--- src/rtl/if_prefetch_unit_pkg.sv ---
// Shared types and constants for the instruction prefetch unit.
package if_prefetch_unit_pkg;

    typedef enum logic [0:0] {
        StBoot  = 1'b0,
        StFetch = 1'b1
    } fetch_state_e;

    localparam int unsigned InstBytes = 4;

endpackage

--- src/rtl/if_prefetch_fifo.sv ---
// {pc,inst} prefetch buffer: power-of-two ring with synchronous flush and occupancy count.
module if_prefetch_fifo #(
    parameter int unsigned DEPTH = 4,
    parameter int unsigned WIDTH = 96,
    localparam int unsigned CW   = $clog2(DEPTH + 1)
) (
    input  logic             clk,
    input  logic             rst_n,
    input  logic             flush,
    input  logic             push,
    input  logic [WIDTH-1:0] wdata,
    input  logic             pop,
    output logic [WIDTH-1:0] rdata,
    output logic [CW-1:0]    count,
    output logic             empty
);

    localparam int unsigned PW = $clog2(DEPTH);

    logic [WIDTH-1:0] mem_q [DEPTH];
    logic [PW-1:0]    rd_ptr_q, wr_ptr_q;
    logic [CW-1:0]    count_q;
    logic             full;
    logic             do_push, do_pop;

    assign empty   = (count_q == '0);
    assign full    = (count_q == CW'(DEPTH));
    assign do_pop  = pop && !empty;
    // A full buffer still accepts a write when the head leaves in the same cycle.
    assign do_push = push && (!full || do_pop);

    always_ff @(posedge clk or negedge rst_n) begin
        if (!rst_n) begin
            rd_ptr_q <= '0;
            wr_ptr_q <= '0;
            count_q  <= '0;
        end else if (flush) begin
            rd_ptr_q <= '0;
            wr_ptr_q <= '0;
            count_q  <= '0;
        end else begin
            if (do_push) wr_ptr_q <= wr_ptr_q + PW'(1);
            if (do_pop)  rd_ptr_q <= rd_ptr_q + PW'(1);
            case ({do_push, do_pop})
                2'b10:   count_q <= count_q + CW'(1);
                2'b01:   count_q <= count_q - CW'(1);
                default: count_q <= count_q;
            endcase
        end
    end

    always_ff @(posedge clk) begin
        if (do_push && !flush) mem_q[wr_ptr_q] <= wdata;
    end

    assign rdata = mem_q[rd_ptr_q];
    assign count = count_q;

endmodule

--- src/rtl/if_prefetch_unit.sv ---
// Instruction fetch stage: multi-outstanding valid/ready fetch, prefetch buffer, redirect flush.
module if_prefetch_unit
    import if_prefetch_unit_pkg::*;
#(
    parameter int unsigned     XLEN      = 64,
    parameter int unsigned     ILEN      = 32,
    parameter logic [XLEN-1:0] RESET_PC  = XLEN'(64'h8000_0000),
    parameter int unsigned     DEPTH     = 4,
    parameter int unsigned     MAX_OUTST = 2
) (
    input  logic            clk,
    input  logic            rst_n,
    output logic            req_valid,
    input  logic            req_ready,
    output logic [XLEN-1:0] req_addr,
    input  logic            rsp_valid,
    input  logic [ILEN-1:0] rsp_inst,
    input  logic            redirect_valid,
    input  logic [XLEN-1:0] redirect_pc,
    output logic            inst_valid,
    input  logic            inst_ready,
    output logic [ILEN-1:0] inst_o,
    output logic [XLEN-1:0] inst_pc
);

    localparam int unsigned OW = $clog2(MAX_OUTST + 1);
    localparam int unsigned CW = $clog2(DEPTH + 1);

    fetch_state_e    state_q, state_d;
    logic            fetch_en;
    logic [XLEN-1:0] pc_q, pc_d;
    logic [XLEN-1:0] resp_pc_q, resp_pc_d;
    logic [OW-1:0]   outst_q, outst_d;
    logic [OW-1:0]   drop_q, drop_d;

    logic            redirect, req_fire, rsp_accept, push, pop;
    logic [XLEN-1:0] redirect_aligned;
    logic [CW-1:0]   fifo_count;
    logic            fifo_empty;
    logic [XLEN+ILEN-1:0] fifo_head;

    always_ff @(posedge clk or negedge rst_n) begin
        if (!rst_n) state_q <= StBoot;
        else        state_q <= state_d;
    end

    always_comb begin
        state_d = state_q;
        unique case (state_q)
            StBoot:  state_d = StFetch;
            StFetch: state_d = StFetch;
            default: state_d = StBoot;
        endcase
    end

    always_comb begin
        fetch_en = (state_q == StFetch);
    end

    assign redirect         = redirect_valid && fetch_en;
    assign redirect_aligned = redirect_pc & ~XLEN'(3);

    // Credits cover both in-flight requests and buffered entries, so a push never finds it full.
    assign req_valid = fetch_en && !redirect_valid
                    && (32'(outst_q) < MAX_OUTST)
                    && ((32'(outst_q) + 32'(fifo_count)) < DEPTH);
    assign req_addr  = pc_q;
    assign req_fire  = req_valid && req_ready;

    assign rsp_accept = rsp_valid && fetch_en;
    assign push       = rsp_accept && (drop_q == '0) && !redirect;
    assign pop        = inst_valid && inst_ready && !redirect;

    always_comb begin
        pc_d      = pc_q;
        resp_pc_d = resp_pc_q;
        drop_d    = drop_q;
        outst_d   = outst_q;

        case ({req_fire, rsp_accept})
            2'b10:   outst_d = outst_q + OW'(1);
            2'b01:   outst_d = outst_q - OW'(1);
            default: outst_d = outst_q;
        endcase

        if (redirect) begin
            pc_d      = redirect_aligned;
            resp_pc_d = redirect_aligned;
            // Every request still in flight after this cycle belongs to the old stream.
            drop_d    = outst_q - OW'(rsp_accept);
        end else begin
            if (req_fire) pc_d = pc_q + XLEN'(InstBytes);
            if (push)     resp_pc_d = resp_pc_q + XLEN'(InstBytes);
            if (rsp_accept && (drop_q != '0)) drop_d = drop_q - OW'(1);
        end
    end

    always_ff @(posedge clk or negedge rst_n) begin
        if (!rst_n) begin
            pc_q      <= RESET_PC;
            resp_pc_q <= RESET_PC;
            outst_q   <= '0;
            drop_q    <= '0;
        end else begin
            pc_q      <= pc_d;
            resp_pc_q <= resp_pc_d;
            outst_q   <= outst_d;
            drop_q    <= drop_d;
        end
    end

    if_prefetch_fifo #(
        .DEPTH (DEPTH),
        .WIDTH (XLEN + ILEN)
    ) u_fifo (
        .clk   (clk),
        .rst_n (rst_n),
        .flush (redirect),
        .push  (push),
        .wdata ({resp_pc_q, rsp_inst}),
        .pop   (pop),
        .rdata (fifo_head),
        .count (fifo_count),
        .empty (fifo_empty)
    );

    assign inst_valid = !fifo_empty;
    assign inst_o     = inst_valid ? fifo_head[ILEN-1:0] : '0;
    assign inst_pc    = inst_valid ? fifo_head[XLEN+ILEN-1:ILEN] : '0;

endmodule
--- config.mk ---
export PLATFORM = sky130hd
export DESIGN_NAME = if_prefetch_unit
export DESIGN_NICKNAME = d
export VERILOG_FILES = /design/src/rtl/if_prefetch_unit_pkg.sv /design/src/rtl/if_prefetch_fifo.sv /design/src/rtl/if_prefetch_unit.sv
export SDC_FILE = /design/constraint.sdc
export NUM_CORES = 1
export LEC_CHECK = 0
export BUFFER_PORTS_ARGS = -buffer_cell sky130_fd_sc_hd__buf_2
export CAP_MARGIN = 20
export CELL_PAD_IN_SITES_DETAIL_PLACEMENT = 0
export CELL_PAD_IN_SITES_GLOBAL_PLACEMENT = 1
export CORE_ASPECT_RATIO = 1.5
export CORE_MARGIN = 3
export CORE_UTILIZATION = 50
export CTS_CLUSTER_DIAMETER = 60
export CTS_CLUSTER_SIZE = 12
export DETAILED_ROUTE_END_ITERATION = 8
export PLACE_DENSITY = 0.81
export SYNTH_ARGS = -nofsm -noshare
export SYNTH_HDL_FRONTEND = slang
export SYNTH_SLANG_ARGS = --single-unit
--- constraint.sdc ---
create_clock -name clk -period 7.9 [get_ports clk]
set_clock_uncertainty 0.2 [all_clocks]
set_input_delay 0 -clock clk [delete_from_list [all_inputs] [get_ports clk]]
set_output_delay 0 -clock clk [all_outputs]
set_load 0.02 [all_outputs]
**Word-level counts from Yosys, hierarchy flattened**

Memories as Yosys holds them, arrays and structs flattened.
Cells that the tools add are included.
W data, S select, Z words.

- Memories: 1
- RAM bits: 384
- Register bits: 140
- Bits of input ports: 102
- Logic and storage cells: 73

- Equal/unequal tests: 5
- Order comparisons: 2
- Reductions and logical operators: 29
- Add/sub/neg operators: 11
- Mux-type cells: 17

Memories:

| memory | depth | width | read ports | clocked after memory_dff | write ports | line | RTL |
|---|---|---|---|---|---|---|---|
| u_fifo.mem_q | 4 | 96 | 1 | 0 | 1 | if_prefetch_fifo.sv:20 | `logic [WIDTH-1:0] mem_q [DEPTH];` |

Operator list:

| kind | number |
|---|---|
| $mux W64 | 5 |
| $add A64 B3 Y64 const B | 2 |
| $mux W32 | 1 |
| $logic_and A1 B1 Y1 | 14 |
| $reduce_bool A2 Y1 | 7 |
| $mux W2 | 6 |
| $add A2 B1 Y2 const B | 3 |
| $pmux W3 S2 | 1 |
| $add A2 B3 Y4 | 1 |
| $eq A2 B1 Y1 const B | 2 |
| $eq A2 B2 Y1 const B | 2 |
| $logic_not A1 Y1 | 4 |
| $lt A4 B3 Y1 const B | 1 |
| $pmux W2 S2 | 1 |
| $sub A2 B1 Y2 const B | 2 |
| $add A3 B1 Y3 const B | 1 |
| $eq A3 B3 Y1 const B | 1 |
| $logic_not A3 Y1 | 1 |
| $mux W3 | 1 |
| $reduce_bool A3 Y1 | 1 |
| $sub A3 B1 Y3 const B | 1 |
| $logic_not A2 Y1 | 1 |
| $lt A2 B2 Y1 const B | 1 |
| $mux W1 | 2 |
| other kinds (2) | 2 |

**Logic depth before layout (Yosys ltp)**

Gate-level depths: netlist of run 1.

- Depth in word-level cells: 10
- Mapped depth: 9
- Gate-level depth less buffers: 9

**Cells and area by module**

From an unflattened synthesis of run 1, not the netlist that was laid out.

- Cell total of the unflattened synthesis: 1585
- Area, all modules: 22805.6 sq um

By module, submodules not included:

| module | area an instance (sq um) | instances | seq. area each (sq um) | cells an instance |
|---|---|---|---|---|
| if_prefetch_fifo | 14397.6 | 1 | 11706.2 | 565 |
| if_prefetch_unit | 8408.1 | 1 | 3230.6 | 1020 |

**Worst setup path before layout of run 1**

No wires, ideal clock.

- Kind: flip-flop to flip-flop
- From: register drop_q[0]
- To: memory u_fifo.mem_q[0][0] (enable)
- Path slack: 3.632 ns
- Library setup time: 0.463 ns
- Stages on the path, launching flop included: 6
- Path buffers: 0
- Data required time: 7.237 ns
- Arrival: 3.605 ns
- Cell sequence: dfrtp_1 inv_1 ha_1 nand3_1 nor3_1 and2_1

- Longest elaborated chain between the ends: 7

RTL lines:

| item | line | RTL |
|---|---|---|
| start, declared | if_prefetch_unit.sv:34 | `logic [OW-1:0] drop_q, drop_d;` |
| start signal, assigned | if_prefetch_unit.sv:108 | `drop_q <= drop_d;` |
| $logic_not A2 Y1 | if_prefetch_unit.sv:71 | `assign push = rsp_accept && (drop_q == '0) && !redirect;` |
| $logic_and A1 B1 Y1 (2 in a row) | if_prefetch_unit.sv:71 |  |
| $logic_and A1 B1 Y1 | if_prefetch_fifo.sv:30 | `assign do_push = push && (!full \|\| do_pop);` |
| $logic_and A1 B1 Y1 | if_prefetch_fifo.sv:53 | `if (do_push && !flush) mem_q[wr_ptr_q] <= wdata;` |
| $mux W1 | if_prefetch_fifo.sv:53 |  |
| $mux W1 (not written as such) | if_prefetch_fifo.sv:53 |  |
| end, declared | if_prefetch_fifo.sv:20 |  |

No other way between the ends.

**Final worst setup path of run 1**

- From: register outst_q[1]
- To: register pc_q[58] (netlist: req_addr[58])

- Longest elaborated chain between the ends: 5
- Elaborated cells between the ends (all ways): 7

RTL lines:

| item | line | RTL |
|---|---|---|
| start, declared | if_prefetch_unit.sv:33 | `logic [OW-1:0] outst_q, outst_d;` |
| start signal, assigned | if_prefetch_unit.sv:107 | `outst_q <= outst_d;` |
| $add A2 B3 Y4 or $lt A2 B2 Y1 (tied branches) | if_prefetch_unit.sv:66, if_prefetch_unit.sv:65 |  |
| $lt A4 B3 Y1 or $logic_and A1 B1 Y1 (tied branches) | if_prefetch_unit.sv:66, if_prefetch_unit.sv:65 |  |
| $logic_and A1 B1 Y1 * | if_prefetch_unit.sv:66 | `&& ((32'(outst_q) + 32'(fifo_count)) < DEPTH);` |
| $logic_and A1 B1 Y1 * | if_prefetch_unit.sv:68 | `assign req_fire = req_valid && req_ready;` |
| $reduce_bool A2 Y1 (no line) * | n/a |  |
| end signal, assigned | if_prefetch_unit.sv:105 | `pc_q <= pc_d;` |
| end, declared | if_prefetch_unit.sv:31 | `logic [XLEN-1:0] pc_q, pc_d;` |

Mark *: on every way between the ends. The rest lies on a longest branch, timed or not.
A chain may end at the register's enable or synchronous reset.

==> results of run 1 <==
## sequential cells by signal (all words and copies together) (netlist names)
| name | flops |
|---|---|
| resp_pc_q | 62 |
| outst_q | 2 |
| u_fifo.rd_ptr_q | 2 |
| req_addr | 62 |
| fetch_en | 1 |
| u_fifo.count | 3 |
| u_fifo.mem_q | 376 |
| u_fifo.wr_ptr_q | 2 |
| drop_q | 2 |
## worst max path at each step
stage,slack (ns),end,depth (start not counted)
2_1_floorplan,3.63,u_fifo.mem_q[0][0],5
3_3_place_gp,4.46,req_addr[58],7
3_5_place_dp,4.40,req_addr[58],7
4_1_cts,4.36,req_addr[58],7
5_1_grt,4.17,req_addr[62],7
6_report,4.41,req_addr[58],7
## worst max-delay path, stage by stage (launching register included)
cell	delay, ns
dfrtp_1	0.52
ha_1	0.26
or4b_4	0.55
nor4_4	0.26
buf_4	0.25
nand4_1	0.50
or4_1	0.68
a31oi_1	0.17
## placed cells by master, fill, tap and decap left out, types with 3 or more instances in the layout
master	netlist	final
or3_1	29	28
and2_4	0	4
buf_2	5	258
nand3_1	70	70
o31ai_1	24	24
mux2i_1	3	3
ha_1	10	10
o21a_1	3	3
nor4_1	22	22
and2_1	104	100
xor2_1	39	39
conb_1	2	5
nor4b_1	3	3
inv_1	16	16
nor4_4	3	3
nor2_1	99	99
o211ai_1	11	11
a21oi_1	56	56
nand4_1	54	54
mux4_2	94	94
a31oi_1	43	43
buf_4	5	17
clkbuf_16	0	50
edfxtp_1	376	376
nand2_1	78	77
o41ai_1	3	3
or4_1	27	27
o21ai_0	26	26
xnor2_1	21	21
and3_1	20	20
nor3_1	29	29
or2_2	3	3
dlygate4sd3_1	0	135
dfrtp_1	134	132
clkbuf_1	56	11
a211oi_1	8	8
nor4_2	3	3
and4_1	12	12
## per-stage QoR
| step | utilization (%) | total power, mW |
|---|---|---|
| 2_1_floorplan | - | 4.793 |
| 3_3_place_gp | 54.94 | 5.509 |
| 3_5_place_dp | 54.95 | 5.539 |
| 4_1_cts | 61.14 | 7.682 |
| 5_1_grt | 61.16 | 7.946 |
| 6_report | 61.16 | 7.594 |
## layer usage
metal,up-vias,wire length (um)
met5,-,0
met4,0,2678
met3,144,3037
met2,557,27870
met1,7407,21980
li1,6731,-
## final cells by class
class,instances,share of cell area (%)
sequential,512,54.80
multi-input combinational,931,26.82
tap,576,2.686
inverter,16,0.2238
antenna,1,0.009327
timing repair buffer,412,10.47
clock buffer,61,4.817
clock inverter,2,0.1725
## report_power, final
group          internal (mW)  switching [mW]
registers               3.08           0.293
logic                  0.920            1.22
clock network           1.16           0.921
total                   5.16            2.43
## logic make-up (layout without fill, tap and decap cells)
group                      after synthesis  after routing  share of synthesized area [%]
AOI/OAI and AO/OA                      186            186                          5.170
xor gates and xnor gates                60             60                          2.363
adders and majority gates               11             11                         0.6526
buffers and inverters                   92            491                          1.699
DFF                                    512            512                          66.08
muxes                                   97             97                          9.654
other                                    2              6                        0.03377
and+or+nand+nor                        572            572                          14.35
==> metrics.md, run 1 <==
| Metric | Value |
|---|---|
| Reg area | ~0.015 mm^2 |
| RR Endpoint | req_addr[58] |
| Detail Route Antenna Nets | 0 |
| CTS tree | done |
| Initial antenna violation count | 1 |
| Final min period | between 3 and 4 ns |
| Hold endpoint | resp_pc_q[34] |
| Max VDD drop | around 0.00016 V |
| First-pass GRT wire length | 85680 um |
| Post-synth top cells | edfxtp_1 (376), dfrtp_1 (134), and2_1 (104) |
| Total of max-cap violations | 0 |
| Post-DP Area | between 0.02 and 0.025 mm^2 |
| DR vias | about 15000 |
| Routed len/inst | roughly 22 um |
| Layout area overhead | 20.64% |
| Mapped Area | approximately 0.022 mm^2 |
| Via-to-Cell Ratio | roughly 6 |
| GRT met1 Usage | between 30% and 40% |
| Post-route DRC | 0 |
| Slew at the pin closest to its max-slew limit | between 0.9 and 1 ns |
| Min-delay src | redirect_pc[34] |
| Final WL | 55560 um |
| Chip width | around 180 um |
| Most instantiated library cell after synthesis | edfxtp_1 |
| Vias in the first global route | ~15000 |
| Reg2reg path depth | 7 |
| Hold slack final | 0.03814 ns |
| Worst setup EP type | flip-flop |
| Initial core utilization | roughly half |
| Async SR Flop Fraction | approximately a quarter |
| Synth top area share | 50.77% |
| RSZ-0062 raised after global routing | no |
| Top cells by area, synth | edfxtp_1 (51%), dfrtp_1 (15%), mux4_2 (9.5%) |
| Die Y | about 260 um |
| Grt met2 use | a little under 40% |
| Placement Rows | 94 |
| Startpoint types | flip-flop |
| PortBufs | 257 |
| Setup WS pre-CTS | ~4.4 ns |
| Pwr/cell area | 283.0 mW/mm^2 |
| Die area | 0.04710 mm^2 |
| Final instance area | about 0.027 mm^2 |
| Core area | roughly 0.044 mm^2 |
| RD Place Congestion | 0.8609 |
| FF+latch count, synth | 512 |
| Endpoints failing hold | 0 |
| Root buffer cell | clkbuf_16 |
| Total congestion overflow | 0 |
| DP Wirelength | 35190 um |
| Number of synthesized flops with an enable pin | 376 |
| Fmax achieved | ~290 MHz |
| Share of cells above drive strength 1 | a little under a quarter |
| Depth of the worst hold-timing path | 4 |
| Met3 Usage GRT | between 2 and 3% |
| Total number of H-tree levels | 2 |
| CTS buffer count | between 40 and 50 |
| Layout Cells excl Fill | about 2500 |
| Sink Count | slightly above 500 |
| Drt initial violations | about 1100 |
| Multi-input logic area | approximately 0.007 mm^2 |
| First-pass DRT Iterations | 5 |
| Fillers | approximately 3400 |
| CTS max path bufs | 3 |
| Placed insts | approximately 2300 |
| Gr usage total | about a quarter |
| Largest net degree at the start of global routing | between 90 and 100 |
| Synthesis Warnings | 0 |
| Critical path required time | between 8 and 9 ns |
| Total negative setup slack | 0 ns |
| Clk_lat worst skew | between 0.5 and 0.6 ns |
| Worst Hold Class | primary input to flip-flop |
| CP startpoint | outst_q[1] |
| Internal reg-to-reg setup slack | about 4.4 ns |
| IO Pins | about 260 |
| Cell taking the most area after synthesis | edfxtp_1 |
| Avg Synthesized Cell Area | between 10 and 15 um^2 |
| # hold bufs at CTS | approximately 140 |
| Clock slew at the register clock pins of the worst setup and hold paths | approximately 0.070 ns |
| Setup Crit Path Kind | flip-flop to flip-flop |
| Post-CTS Setup Bufs | 0 |
| Critical Path AT | about 3.8 ns |
| R2r startpoint | outst_q[1] |
| # setup viols final | 0 |
| Worst setup slack after layout | roughly 4.4 ns |
| Final worst-path cycle share | between 40% and 50% |
| Yosys cell types | 61 |
| Post-CTS sizing | 0 |
| Run status | complete, no violations |
| Final Max Tran Viols | 0 |
| Ys flop type | edfxtp_1 |
| Register area share after synthesis | approximately 66% |
| Leakage | between 9 and 10 nW |
| Cell count after synthesis | 1532 |
| Most used routing layer | met2 |
| Crit path max fanout | 15 |
| Slew headroom | 34.68% |
| Net count, final | approximately 2000 |
Note: power is estimated with default switching activity, not from simulation.
==> run 2, diff against run 1 <==
--- a/config.mk
+++ b/config.mk
@@ -5,17 +5,18 @@
 export SDC_FILE = /design/constraint.sdc
 export NUM_CORES = 1
 export LEC_CHECK = 0
+export ABC_AREA = 1
 export BUFFER_PORTS_ARGS = -buffer_cell sky130_fd_sc_hd__buf_2
 export CAP_MARGIN = 20
 export CELL_PAD_IN_SITES_DETAIL_PLACEMENT = 0
 export CELL_PAD_IN_SITES_GLOBAL_PLACEMENT = 1
 export CORE_ASPECT_RATIO = 1.5
 export CORE_MARGIN = 3
-export CORE_UTILIZATION = 50
+export CORE_UTILIZATION = 41
 export CTS_CLUSTER_DIAMETER = 60
 export CTS_CLUSTER_SIZE = 12
 export DETAILED_ROUTE_END_ITERATION = 8
-export PLACE_DENSITY = 0.81
+export PLACE_DENSITY = 0.76
 export SYNTH_ARGS = -nofsm -noshare
 export SYNTH_HDL_FRONTEND = slang
 export SYNTH_SLANG_ARGS = --single-unit
==> constraint.sdc (replaced) <==
create_clock -name clk -period 3.1 [get_ports clk]
set_clock_uncertainty 0.2 [all_clocks]
set_input_delay 0 -clock clk [delete_from_list [all_inputs] [get_ports clk]]
set_output_delay 0 -clock clk [all_outputs]
set_load 0.02 [all_outputs]
==> metrics.md, run 2 <==
| Metric | Value |
|---|---|
| Post-CTS Setup Bufs | 0 (unchanged) |
| Gr usage total | 25.56% (was 23.49%) |
| PortBufs | 257 (unchanged) |
| Async SR Flop Fraction | 26.56% (unchanged) |
| Clock network fraction of total power | 23.5% (was 27.5%) |
| Post-synth top cells | nor2_1 (767), nand2_1 (515), edfxtp_1 (376) (was edfxtp_1 (376), dfrtp_1 (134), and2_1 (104)) |
| Run status | complete, no violations (unchanged) |
| Reg2reg path depth | 8 (was 7) |
| Delay-heaviest family, CP | simple AND/OR/NAND/NOR gates (unchanged) |
| Antenna cell count | 0 (was 1) |
| Post-route DRC | 0 (unchanged) |
| Largest net degree at the start of global routing | 114 (was 97) |
| Total congestion overflow | 0 (unchanged) |
| Number of synthesized flops with an enable pin | 376 (unchanged) |
| Slew headroom | 39.02% (was 34.68%) |
| Via-to-Cell Ratio | 5.317 (was 5.910) |
| Die Y | 308.7 um (was 264.3 um) |
| Register area share after synthesis | 58.69% (was 66.08%) |
| Worst Hold Class | primary input to flip-flop (unchanged) |
| Synth top area share | 45.09% (was 50.77%) |
| Sw Share | 41.49% (was 32.03%) |
| # setup viols final | 0 (unchanged) |
| DP Wirelength | 58030 um (was 35190 um) |
| Slew at the pin closest to its max-slew limit | 0.9147 ns (was 0.9708 ns) |
| Most common cell after layout, fill and taps aside | nor2_1 (was edfxtp_1) |
| CTS tree | done (unchanged) |
| Clk_lat worst skew | 0.61 ns (was 0.56 ns) |
| Total of max-cap violations | 0 (unchanged) |
| Largest register by flop count | u_fifo.mem_q (unchanged) |
| Critical path required time | 3.43 ns (was 8.19 ns) |
| Initial antenna violation count | 0 (was 1) |
| Final min period | 2.949 ns (was 3.488 ns) |
| Ys flop type | edfxtp_1 (unchanged) |
| Routed len/inst | 20.80 um (was 22.13 um) |
| Hold slack final | 0.03847 ns (was 0.03814 ns) |
| Power share of the sequential group | 38.8% (was 44.4%) |
| Sink Count | 512 (unchanged) |
| Share of cells above drive strength 1 | 14.69% (was 23.42%) |
| Chip width | 207.8 um (was 178.2 um) |
| Max reg flops | 376 (unchanged) |
| Placed insts | 3797 (was 2310) |
| Total number of H-tree levels | 2 (unchanged) |
| Most instantiated library cell after synthesis | nor2_1 (was edfxtp_1) |
| Placement Rows | 110 (was 94) |
| Detail Route Antenna Nets | 0 (unchanged) |
| Avg Synthesized Cell Area | 8.836 um^2 (was 14.52 um^2) |
| CP Depth | 8 (was 7) |
| Final WL | 83710 um (was 55560 um) |
| Psw | 10.21 mW (was 2.432 mW) |
| Crit path max fanout | 8 (was 15) |
| Root buffer cell | clkbuf_16 (unchanged) |
| Cell count after synthesis | 2834 (was 1532) |
| Die area | 0.06414 mm^2 (was 0.04710 mm^2) |
| CP most frequent cell | nand3_1 |
| Cell taking the most area after synthesis | edfxtp_1 (unchanged) |
| Vias in the first global route | 21500 (was 15210) |
| Critical path, cell by cell | nand2_1 > nor2_1 > inv_1 > nor3_4 > and3_1 > nand3_1 > nand3_1 > dlygate4sd3_1 (was ha_1 > or4b_4 > nor4_4 > buf_4 > nand4_1 > or4_1 > a31oi_1) |
| Layout area overhead | 21.26% (was 20.64%) |
| Internal reg-to-reg setup slack | 0.15 ns (was 4.41 ns) |
| Final worst-path cycle share | 95.14% (was 44.15%) |
| CTS buffer count | 50 (was 48) |
| Mapped Area | 0.02504 mm^2 (was 0.02224 mm^2) |
| First-pass DRT Iterations | 7 (was 5) |
| Core area | 0.06028 mm^2 (was 0.04387 mm^2) |
| RD Place Congestion | 0.9833 (was 0.8609) |
| Hold endpoint | req_addr[24] (was resp_pc_q[34]) |
| Internal power | 14.40 mW (was 5.162 mW) |
| Pwr/cell area | 810.7 mW/mm^2 (was 283.0 mW/mm^2) |
| R2r startpoint | resp_pc_q[26] (was outst_q[1]) |
| Final Max Tran Viols | 0 (unchanged) |
| Leakage | 11.66 nW (was 9.388 nW) |
| Buf+Inv Stages, Crit Path | 2 (was 1) |
| Initial core utilization | 41.54% (was 50.70%) |
| Net count, final | 3325 (was 2034) |
| Startpoint types | flip-flop (unchanged) |
| FF+latch count, synth | 512 (unchanged) |
| Endpoints failing hold | 0 (unchanged) |
| RSZ-0062 raised after global routing | no (unchanged) |
| Gate power share | 37.7% (was 28.2%) |
| Most frequent cells in the layout | nor2_1 (763), nand2_1 (513), edfxtp_1 (376), buf_2 (256), o21ai_0 (224) (was edfxtp_1 (376), buf_2 (258), dlygate4sd3_1 (135), dfrtp_1 (132), and2_1 (100)) |
| Yosys cell types | 50 (was 61) |
| Depth of the worst hold-timing path | 4 (unchanged) |
| Worst setup EP type | flip-flop (unchanged) |
| Fmax achieved | 339.1 MHz (was 286.7 MHz) |
| First-pass GRT wire length | 126700 um (was 85680 um) |
| Crit path largest cell delay | 0.55 ns (was 0.68 ns) |
| CTS max path bufs | 3 (unchanged) |
| Clock slew at the register clock pins of the worst setup and hold paths | 0.07 ns (about the same) |
| Drt initial violations | 1512 (was 1095) |
| DR vias | 21400 (was 14840) |
| Max VDD drop | 0.0006119 V (was 0.0001645 V) |
| Slowest cell on crit path | dfrtp_1 (was or4_1) |
| Critical Path AT | 3.28 ns (was 3.77 ns) |
| IO Pins | 264 (unchanged) |
| Top cells by area, synth | edfxtp_1 (45%), dfrtp_1 (13%), nor2_1 (11%) (was edfxtp_1 (51%), dfrtp_1 (15%), mux4_2 (9.5%)) |
| RR Endpoint | resp_pc_q[34] (was req_addr[58]) |
| Layout Cells excl Fill | 4024 (was 2511) |
| Min-delay src | redirect_pc[24] (was redirect_pc[34]) |
| Synthesis Warnings | 0 (unchanged) |
| Setup Crit Path Kind | flip-flop to flip-flop (unchanged) |
## run 2: cell count changes in the layout (fill, tap and decap cells not counted), sizes merged, moves of 29 or more
| cell | delta |
|---|---|
| nand2 | +457 |
| nor2 | +715 |
| and2 | -107 |
| a31oi | -30 |
| inv | +123 |
| or3 | -29 |
| xor2 | -32 |
| o21ai | +202 |
| a21oi | +103 |
| mux4 | -94 |
| nand3 | +95 |
## run 2: cells by family (layout without fill, tap and decap cells)
family | after synthesis | after routing | synth area share [%]
flip-flops | 512 | 512 | 58.69
adder cells (fa/ha/maj) | 11 | 11 | 0.5796
other | 2 | 5 | 0.02999
AO/OA/AOI/OAI | 432 | 432 | 9.134
AND/OR/NAND/NOR | 1601 | 1601 | 26.77
XOR/XNOR | 16 | 16 | 0.5597
buffers and inverters | 260 | 663 | 4.232
## run 2: final cells by class
cell class | count | area, um^2
Fill cell | 5617 | 29920
Clock inverter | 9 | 145.1
Inverter | 136 | 513.0
Multi-Input combinational cell | 2065 | 9373
Sequential cell | 512 | 14710
Clock buffer | 71 | 1340
Timing Repair Buffer | 447 | 3304
Tap cell | 784 | 980.9
## run 2: repair_timing
item,4_1_cts,5_1_grt
setup endpoints to repair,0,2
hold buffers,147,0
hold endpoints to repair,397,0
resized for setup,0,5
## run 2: worst reg2reg max path, delay by kind of cell (launching register included)
family        cells  cell delay, ns
buf+inv           2            0.76
flops             1            0.55
simple gates      6            1.36
## run 2: stage by stage
| stage | worst slack [ns] | setup TNS [ns] | utilization (%) | power [mW] | instance area (um^2) |
|---|---|---|---|---|---|
| 3_5_place_dp | 0.4132 | 0 | 45.41 | 18.88 | 27370 |
| 6_report | 0.1506 | 0 | 50.37 | 24.62 | 30360 |
| 2_1_floorplan | -0.1686 | -57.33 | - | 15.23 | 25110 |
| 5_1_grt | 0.03379 | 0 | 50.37 | 26.13 | 30360 |
| 3_3_place_gp | 0.4452 | 0 | 45.41 | 18.71 | 27370 |
| 4_1_cts | 0.02236 | 0 | 50.34 | 24.85 | 30350 |
## run 2: worst max-delay path by stage
| stage | startpoint | to | slack, ns |
|---|---|---|---|
| 6_report | resp_pc_q[26] | resp_pc_q[34] | 0.15 |
| 5_1_grt | u_fifo.count[1] | req_addr[48] | 0.03 |
| 4_1_cts | resp_pc_q[3] | resp_pc_q[34] | 0.02 |
| 3_5_place_dp | fetch_en | u_fifo.mem_q[0][19] | 0.41 |
| 3_3_place_gp | fetch_en | u_fifo.mem_q[0][0] | 0.45 |
| 2_1_floorplan | drop_q[1] | u_fifo.mem_q[0][0] | -0.17 |
## run 2: power groups by stage
stage | sequential [mW] | combinational [mW] | clock (mW)
global placement | 9.61 | 9.10 | 0
detailed placement | 9.65 | 9.23 | 0
CTS | 9.52 | 9.42 | 5.91
global route | 9.66 | 10.3 | 6.18
finish | 9.54 | 9.28 | 5.79
floorplan | 9.38 | 5.84 | 0
## run 2: per-layer routing
layer | share of wire, % | vias up | track usage (%)
met1 | 38 | 10250 | 29.67
met4 | 6.9 | 0 | 15.19
met2 | 50 | 701 | 45.50
met5 | 0 | - | 0
li1 | - | 10260 | -
met3 | 4.6 | 184 | 3.115
